$ cat config.mk
export PLATFORM = sky130hd
export DESIGN_NAME = load_store_unit
export DESIGN_NICKNAME = d
export VERILOG_FILES = /design/src/rtl/load_store_unit.sv
export SDC_FILE = /design/constraint.sdc
export NUM_CORES = 1
export LEC_CHECK = 0
export ABC_AREA = 1
export BUFFER_PORTS_ARGS = -buffer_cell sky130_fd_sc_hd__clkbuf_2
export CAP_MARGIN = 20
export CORE_ASPECT_RATIO = 1.25
export CORE_MARGIN = 4
export CORE_UTILIZATION = 58
export DETAILED_ROUTE_END_ITERATION = 7
export GPL_TIMING_DRIVEN = 0
export PLACE_DENSITY = 0.95
export SLEW_MARGIN = 15
export SYNTH_ARGS = -nofsm -noshare
export SYNTH_HDL_FRONTEND = slang
export SYNTH_SLANG_ARGS = --single-unit
$ cat constraint.sdc
create_clock -name clk -period 4.2 [get_ports clk]
set_input_delay 0.84 -clock clk [delete_from_list [all_inputs] [get_ports clk]]
set_output_delay 0.84 -clock clk [all_outputs]
set_load 0.01 [all_outputs]
$ cat src/rtl/load_store_unit.sv
//------------------------------------------------------------------------------
// Module  : load_store_unit
// Purpose : Multi-cycle byte/half/word load-store unit with read-modify-write
//           for sub-word stores and a single-port data memory interface.
// Rev     : 1.0
//------------------------------------------------------------------------------
`default_nettype none

module load_store_unit #(
    parameter int MEM_WORDS = 32
) (
    input  logic        clk,
    input  logic        reset,
    input  logic        req_valid,
    input  logic        req_write,
    input  logic [2:0]  funct3,
    input  logic [31:0] addr,
    input  logic [31:0] store_data,
    output logic        req_ready,
    output logic        resp_valid,
    output logic [31:0] load_data,
    output logic        err,
    output logic [31:0] MemAddr,
    output logic [31:0] MemWriteData,
    output logic        MemWrite,
    output logic        MemRead,
    input  logic [31:0] MemReadData
);

    localparam logic [31:0] C_MEM_WORDS = MEM_WORDS[31:0];

    typedef enum logic [1:0] {
        S_IDLE = 2'd0,
        S_RD   = 2'd1,
        S_WR   = 2'd2,
        S_RESP = 2'd3
    } state_t;

    state_t      r_state;
    state_t      w_next;

    logic [31:0] r_addr;
    logic [2:0]  r_funct3;
    logic        r_write;
    logic [15:0] r_sdata;
    logic        r_req_err;
    logic [31:0] r_merge;
    logic [31:0] r_rdata;
    logic [31:0] r_load_data;
    logic        r_err;
    logic        r_resp_valid;

    logic        w_f3_ld_ok;
    logic        w_f3_st_ok;
    logic        w_misalign;
    logic        w_oor;
    logic        w_err;
    logic [7:0]  w_byte;
    logic [15:0] w_half;
    logic [31:0] w_fmt;
    logic [31:0] w_merge;

    // Request legality, evaluated on the raw inputs at accept time
    always_comb begin
        w_f3_ld_ok = (funct3 == 3'b000) || (funct3 == 3'b001) || (funct3 == 3'b010) ||
                     (funct3 == 3'b100) || (funct3 == 3'b101);
        w_f3_st_ok = (funct3 == 3'b000) || (funct3 == 3'b001) || (funct3 == 3'b010);
        w_misalign = ((funct3[1:0] == 2'b01) && addr[0]) ||
                     ((funct3[1:0] == 2'b10) && (addr[1:0] != 2'b00));
        w_oor      = ({2'b00, addr[31:2]} >= C_MEM_WORDS);
        w_err      = w_misalign || w_oor || (req_write ? !w_f3_st_ok : !w_f3_ld_ok);
    end

    always_comb begin
        w_byte = MemReadData[7:0];
        case (r_addr[1:0])
            2'd0: w_byte = MemReadData[7:0];
            2'd1: w_byte = MemReadData[15:8];
            2'd2: w_byte = MemReadData[23:16];
            2'd3: w_byte = MemReadData[31:24];
            default: w_byte = MemReadData[7:0];
        endcase
        w_half = r_addr[1] ? MemReadData[31:16] : MemReadData[15:0];

        w_fmt = MemReadData;
        case (r_funct3)
            3'b000: w_fmt = {{24{w_byte[7]}}, w_byte};
            3'b001: w_fmt = {{16{w_half[15]}}, w_half};
            3'b100: w_fmt = {24'd0, w_byte};
            3'b101: w_fmt = {16'd0, w_half};
            default: w_fmt = MemReadData;
        endcase

        // Sub-word store: only the addressed lane changes
        w_merge = MemReadData;
        if (r_funct3[1:0] == 2'b00) begin
            case (r_addr[1:0])
                2'd0: w_merge[7:0]   = r_sdata[7:0];
                2'd1: w_merge[15:8]  = r_sdata[7:0];
                2'd2: w_merge[23:16] = r_sdata[7:0];
                2'd3: w_merge[31:24] = r_sdata[7:0];
                default: w_merge = MemReadData;
            endcase
        end else if (r_addr[1]) begin
            w_merge[31:16] = r_sdata;
        end else begin
            w_merge[15:0] = r_sdata;
        end
    end

    always_comb begin
        w_next = r_state;
        case (r_state)
            S_IDLE: begin
                if (req_valid) begin
                    if (w_err)                  w_next = S_RESP;
                    else if (!req_write)        w_next = S_RD;
                    else if (funct3 == 3'b010)  w_next = S_WR;
                    else                        w_next = S_RD;
                end
            end
            S_RD:    w_next = r_write ? S_WR : S_RESP;
            S_WR:    w_next = S_RESP;
            S_RESP:  w_next = S_IDLE;
            default: w_next = S_IDLE;
        endcase
    end

    always_ff @(posedge clk) begin
        if (reset) begin
            r_state      <= S_IDLE;
            r_addr       <= 32'd0;
            r_funct3     <= 3'd0;
            r_write      <= 1'b0;
            r_sdata      <= 16'd0;
            r_req_err    <= 1'b0;
            r_merge      <= 32'd0;
            r_rdata      <= 32'd0;
            r_load_data  <= 32'd0;
            r_err        <= 1'b0;
            r_resp_valid <= 1'b0;
        end else begin
            r_state      <= w_next;
            r_resp_valid <= 1'b0;
            r_err        <= 1'b0;
            case (r_state)
                S_IDLE: begin
                    if (req_valid) begin
                        r_addr    <= addr;
                        r_funct3  <= funct3;
                        r_write   <= req_write;
                        r_sdata   <= store_data[15:0];
                        r_req_err <= w_err;
                        r_rdata   <= 32'd0;
                        // A full-word store needs no read, so its data is the merge result
                        r_merge   <= (req_write && (funct3 == 3'b010)) ? store_data : 32'd0;
                    end
                end
                S_RD: begin
                    if (r_write) r_merge <= w_merge;
                    else         r_rdata <= w_fmt;
                end
                S_RESP: begin
                    r_resp_valid <= 1'b1;
                    r_err        <= r_req_err;
                    r_load_data  <= (!r_write && !r_req_err) ? r_rdata : 32'd0;
                end
                default: ;
            endcase
        end
    end

    assign req_ready    = (r_state == S_IDLE);
    assign resp_valid   = r_resp_valid;
    assign err          = r_err;
    assign load_data    = r_load_data;
    assign MemAddr      = {r_addr[31:2], 2'b00};
    assign MemRead      = (r_state == S_RD);
    assign MemWrite     = (r_state == S_WR) && !reset;
    assign MemWriteData = (r_state == S_WR) ? r_merge : 32'd0;

endmodule

`default_nettype wire

==> run metrics, run 1 <==
nets=1560; initial antenna violation count=0; RSZ-0062 raised after global routing=false; ANT cells=0; Synth Instances=1232; Clock Sinks=153; TritonCTS clock tree=yes; Reg clk slew, reported paths=0.06 ns; IO buf count=201; PwrDens=597.5 mW/mm2; Final Non-Filler Cells=1637; gp weighted congestion=1.034; crit path launch type=register; first-pass GRT wire length=43190 um; die area=0.01590 mm2; WL/cell=16.74 um; crit path cell chain=inv_1 > ha_1 > clkbuf_1 > clkbuf_1 > nand2_1 > inv_1 > clkbuf_2; Die X=113.6 um; Crit. End Element=output port; FMAX=323.5 MHz; GRT Residual Overflow=0; post_cts resized=0; Avg Vias per Cell=5.628; largest net degree at the start of global routing=17; share of layout cells above drive strength 1=22.31%; Static Leakage=4.840 nW; Final min period=3.091 ns; Clock Latency Late Sink=0.43 ns; H-tree depth=4; Slowest-stage cell, CP=clkbuf_1; hold wc startpoint=r_rdata[25]; P_sw=2.403 mW; DP HPWL=20780 um; Rows=47; reg2reg start=r_state[1]; vias in the first global route=8759; Clk network pwr share=25.6%; Gate power share=39.5%; post-CTS setup buffers=0; Crit path buffers/inverters=5; worst min path class=register to register; slew at the pin closest to its max-slew limit=0.6748 ns; Mean Syn Cell Area=6.562 um2; CTS Buf Count=17; reg-to-reg endpoint=r_merge[0]; Max rail drop VDD=0.3114 mV; clock root buffer=clkbuf_16; Ports=204; drt drc=0; endpoints failing setup=0; placed cells=1605; Area growth syn-to-layout=22.24%; Max Root-Sink Buffers=2; sequential fraction of the synthesis area=37.89%; CP Launch Point=r_state[0]; synthesized flop and latch total=153; Crit Path Max Fanout=10; Arrival @ worst endpoint=2.25 ns; WS Path Type=register to output port; Starting DRT DRC Count=965; synthesized area=0.008084 mm2; Worst Skew=0.01021 ns; Largest stage delay, worst path=0.50 ns; Slew HR=55.02%; hold_ws=0.4572 ns; synth unique cells=31; final worst-path cycle share=73.59%; CTS Hold Bufs=0; GRT Util Overall=33.85%; total negative slack=0 ns; CP required=3.36 ns; FF-to-FF setup slack=2.05 ns; yosys warns=0; Pre-antenna DRT Iters=5; Setup crit end=MemWriteData[29]; Via Count=9213; sequential power share=34.9%; DRT antenna net count=0; Max-cap violations=0; Initial Util=60.03%; sw frac=40.69%; worst-case reg-to-reg path depth=9; fin util=73.38%; Slew Viols, Final=0; cell family with most CP delay=buffers and inverters; Final Hold Fails=0; outcome=finished, final reports clean; Total Wirelength=27400 um; Core Box Area=0.01347 mm2; Pint=3.502 mW; Worst path depth=7; DIE HEIGHT=140.0 um
layout make-up:
cell class | count | area (um2)
timing repair buffer | 201 | 1006
fill | 1073 | 3585
inverter | 94 | 352.8
sequential | 153 | 3063
multi-input combinational | 865 | 3996
tap | 171 | 214.0
clock inverter | 11 | 113.9
clock buffer | 21 | 460.4
buffer | 121 | 675.6
cells by family after synthesis:
logic type	after synthesis	synth area share, %
flops	153	37.89
compound gates	356	22.84
buf+inv	215	12.72
other cells	1	0.04639
fa+ha+maj	4	0.6191
simple gates	503	25.88
layout by cell type, fill, tap and decap left out, types with 2 or more instances in the layout:
cell | netlist | routed
a21oi_1 | 165 | 165
a21oi_2 | 5 | 5
buf_2 | 23 | 23
buf_4 | 39 | 39
buf_6 | 6 | 6
clkbuf_1 | 52 | 54
clkbuf_16 | 0 | 17
clkbuf_2 | 1 | 202
clkbuf_8 | 0 | 2
clkinv_4 | 0 | 2
clkinvlp_4 | 0 | 5
conb_1 | 1 | 2
dfxtp_1 | 153 | 153
ha_1 | 4 | 4
inv_1 | 86 | 86
inv_2 | 8 | 8
inv_6 | 0 | 2
nand2_1 | 229 | 229
nand2_2 | 2 | 2
nand3_1 | 81 | 81
nand4_1 | 2 | 2
nor2_1 | 161 | 161
nor2_2 | 3 | 3
nor2_4 | 3 | 3
nor3_1 | 15 | 15
o211ai_1 | 16 | 16
o21ai_0 | 161 | 161
o21ai_1 | 7 | 7
or2_2 | 2 | 2
routing by layer:
| metal | global-route usage, % | wire length, um | vias up |
|---|---|---|---|
| met3 | 6.989 | 2461 | 122 |
| met5 | 0 | 0 | - |
| met2 | 57.12 | 13010 | 519 |
| met4 | 20.32 | 1678 | 0 |
| li1 | - | - | 4458 |
| met1 | 39.06 | 10250 | 4114 |
stage by stage:
step | instance area (um2) | total power [mW] | setup slack [ns]
3_3_place_gp | 9308 | 4.274 | 1.687
4_1_cts | 9882 | 5.855 | 1.133
3_5_place_dp | 9308 | 4.339 | 1.632
5_1_grt | 9882 | 6.246 | 0.9872
6_report | 9882 | 5.905 | 1.109
2_1_floorplan | 8088 | 3.623 | 2.147
registers in the layout (all words and copies together), names as in the netlist:
name,count
r_merge,32
r_sdata,16
r_addr,32
resp_valid,1
r_rdata,32
r_funct3,3
r_state,2
r_write,1
r_req_err,1
err,1
load_data,32
worst min-delay path: stages, from the launching register on:
cell     delay (ns)
dfxtp_1        0.30
nand2_1        0.06
a21oi_1        0.05
cells in the mapped netlist, drive strengths merged:
library cell    n  area [um2]
nand2         232       883.3
a21oi         170       869.6
o21ai         168       840.8
nor2          167       656.9
dfxtp         153        3063
inv            94       352.8
nand3          83       432.9
buf            68       475.5
clkbuf         53       200.2
o211ai         16       120.1
nor3           15       75.07
ha              4       50.05
nand4           3       25.02
or2             2       12.51
and3            1       6.260
conb            1       3.750
o21bai          1       7.510
o2bb2ai         1       8.760
power by group through the flow:
stage	logic [mW]	registers, mW	clock network, mW
6_report	2.33	2.06	1.51
5_1_grt	2.59	2.09	1.57
4_1_cts	2.30	2.05	1.51
3_5_place_dp	2.27	2.07	0
3_3_place_gp	2.22	2.06	0
2_1_floorplan	1.60	2.02	0
worst min path at each step:
stage,endpoint,slack (ns),cells past startpoint
floorplan,r_rdata[0],0.43,2
global placement,load_data[13],0.45,2
detailed placement,load_data[25],0.45,2
CTS,load_data[19],0.46,2
global route,load_data[23],0.48,2
finish,load_data[25],0.46,2
Note: power is estimated with default switching activity, not from simulation.
==> run 2: changes to the inputs <==
--- a/config.mk
+++ b/config.mk
@@ -10,10 +10,10 @@
 export CAP_MARGIN = 20
 export CORE_ASPECT_RATIO = 1.25
 export CORE_MARGIN = 4
-export CORE_UTILIZATION = 58
+export CORE_UTILIZATION = 49
 export DETAILED_ROUTE_END_ITERATION = 7
 export GPL_TIMING_DRIVEN = 0
-export PLACE_DENSITY = 0.95
+export PLACE_DENSITY = 0.87
 export SLEW_MARGIN = 15
 export SYNTH_ARGS = -nofsm -noshare
 export SYNTH_HDL_FRONTEND = slang
==> constraint.sdc (replaced) <==
create_clock -name clk -period 2.8 [get_ports clk]
set_input_delay 0.56 -clock clk [delete_from_list [all_inputs] [get_ports clk]]
set_output_delay 0.56 -clock clk [all_outputs]
set_load 0.01 [all_outputs]
==> run 2 against run 1 <==
Against the previous run: clock skew fell by 0.0027 ns; hold slack lost 0.086 ns; largest cell class unchanged; register-to-register slack worse by 1.4 ns; worst setup slack lost 0.81 ns; critical path depth decreased by 1; highest routed layer is now met5; non-clock buffer count decreased by 1.
==> run metrics, run 2 (same netlist as run 1, synthesis figures left out) <==
Largest stage delay, worst path=0.40 ns (-0.10 ns); crit path cell chain=inv_1 > ha_2 > clkbuf_1 > nand2_1 > inv_1 > clkbuf_2; most frequent cells in the layout=nand2_1 (229), clkbuf_2 (202), a21oi_1 (165), o21ai_0 (161), nor2_1 (161); Critical Path Most Common Cell=inv_1; Max rail drop VDD=0.4242 mV (+36%); Final min period=2.503 ns; cell family with most CP delay=buffers and inverters; nets=1559 (-0.064%); Ports=204 (unchanged); Starting DRT DRC Count=719 (-25%); Core Box Area=0.01620 mm2 (+20%); clock root buffer=clkbuf_16; Area growth syn-to-layout=23.49%; PwrDens=902.1 mW/mm2 (+51%); total negative slack=0 ns (unchanged); Initial Util=49.90% (-10 points); share of layout cells above drive strength 1=22.40% (+0.099 points); H-tree depth=4 (unchanged); FMAX=399.5 MHz; Clock Sinks=153 (unchanged); ANT cells=0 (unchanged); worst min path class=primary input to register; Slew HR=56.26% (+1.2 points); IO buf count=201 (unchanged); drt drc=0 (unchanged); RSZ-0062 raised after global routing=false; Rows=52 (+11%); largest net degree at the start of global routing=17 (unchanged); Static Leakage=4.872 nW (+0.66%); Crit path buffers/inverters=4 (-1); initial antenna violation count=1 (+1); TritonCTS clock tree=yes; die area=0.01863 mm2 (+17%); crit path launch type=register; Max Root-Sink Buffers=2 (unchanged); Slew Viols, Final=0 (unchanged); Final Non-Filler Cells=1680 (+2.6%); Worst Skew=0.007498 ns (-0.002710 ns); most common cell after layout, fill and taps aside=nand2_1; Die X=122.9 um (+8.2%); DIE HEIGHT=151.6 um (+8.3%); DP HPWL=21290 um (+2.5%); Arrival @ worst endpoint=1.94 ns (-0.31 ns); GRT Util Overall=29.25% (-4.6 points); Reg clk slew, reported paths=0.07 ns (about the same); DRT antenna net count=0 (unchanged); Via Count=8974 (-2.6%); gp weighted congestion=1.028 (-0.52%); outcome=finished, final reports clean; CTS Hold Bufs=0 (unchanged); Slowest-stage cell, CP=clkbuf_1; WL/cell=16.31 um (-2.5%); WS Path Type=register to output port; Clock Latency Late Sink=0.43 ns (about the same); CTS Buf Count=17 (unchanged); Pre-antenna DRT Iters=6 (+1); GRT Residual Overflow=0 (unchanged); CP required=2.24 ns (-1.12 ns); Avg Vias per Cell=5.342 (-5.1%); post-CTS setup buffers=0 (unchanged); Crit. End Element=output port; endpoints failing setup=0 (unchanged); slew at the pin closest to its max-slew limit=0.6561 ns (-0.01865 ns); Max-cap violations=0 (unchanged); placed cells=1650 (+2.8%); Final Hold Fails=0 (unchanged); Total Wirelength=27400 um (about the same); first-pass GRT wire length=42400 um (-1.8%); Crit Path Max Fanout=10 (unchanged); vias in the first global route=8229 (-6.1%); fill cell count=1521 (+42%); final worst-path cycle share=89.40%
run 2: report_power, final:
group	switching (mW)	internal (mW)
Clock	0.938	1.50
Sequential	0.361	2.72
Combinational	2.24	1.25
Total	3.54	5.47
run 2: worst reg2reg max path: cells and delay by family, from the launching register on:
kind,cells,cell delay [ns]
and+or+nand+nor,3,0.61
AOI/OAI and AO/OA,1,0.08
DFF,1,0.36
buffers and inverters,4,0.62
adders and majority gates,1,0.32
run 2: worst paths after layout:
kind,from,endpoint,slack (ns),cells after the start
max,r_state[0],MemWriteData[26],0.30,6
min,addr[21],r_addr[21],0.37,3
max reg2reg,r_state[1],r_merge[0],0.68,9
min reg2reg,r_rdata[6],r_rdata[6],0.47,2
run 2: what timing repair did:
action	in CTS	in global routing
gates resized for setup	0	1
endpoints found under the setup margin	0	30
endpoints found under the hold margin	0	0
run 2: metrics by stage:
step | setup slack [ns] | cell area, um2 | total power [mW] | hold WS [ns] | util, %
after floorplan | 1.081 | 8088 | 5.435 | 0.4336 | -
after global placement | 0.5680 | 9364 | 6.461 | 0.4505 | 57.80
after detailed placement | 0.5127 | 9364 | 6.520 | 0.4514 | 57.80
after CTS | 0.05885 | 9985 | 8.951 | 0.3697 | 61.63
after global routing | 0.1420 | 9983 | 9.556 | 0.3846 | 61.62
final | 0.2967 | 9983 | 9.006 | 0.3713 | 61.62
run 2: final cells by class:
| class | count | area (um2) | area share, % |
|---|---|---|---|
| multi-input cells | 865 | 3999 | 40.06 |
| flip-flops and latches | 153 | 3063 | 30.68 |
| repair buffers | 201 | 1006 | 10.08 |
| plain buffers | 120 | 671.9 | 6.730 |
| clock buffers | 22 | 484.2 | 4.850 |
| inverters | 94 | 352.8 | 3.534 |
| well taps | 216 | 270.3 | 2.707 |
| clock inverters | 9 | 136.4 | 1.366 |
run 2: routing by layer:
layer	global-route usage, %	part of all wire [%]	vias up
li1	-	-	4441
met1	35.70	40	4040
met2	50.89	49	408
met3	5.087	6.8	83
met4	11.60	4.0	2
met5	0	0.044	-
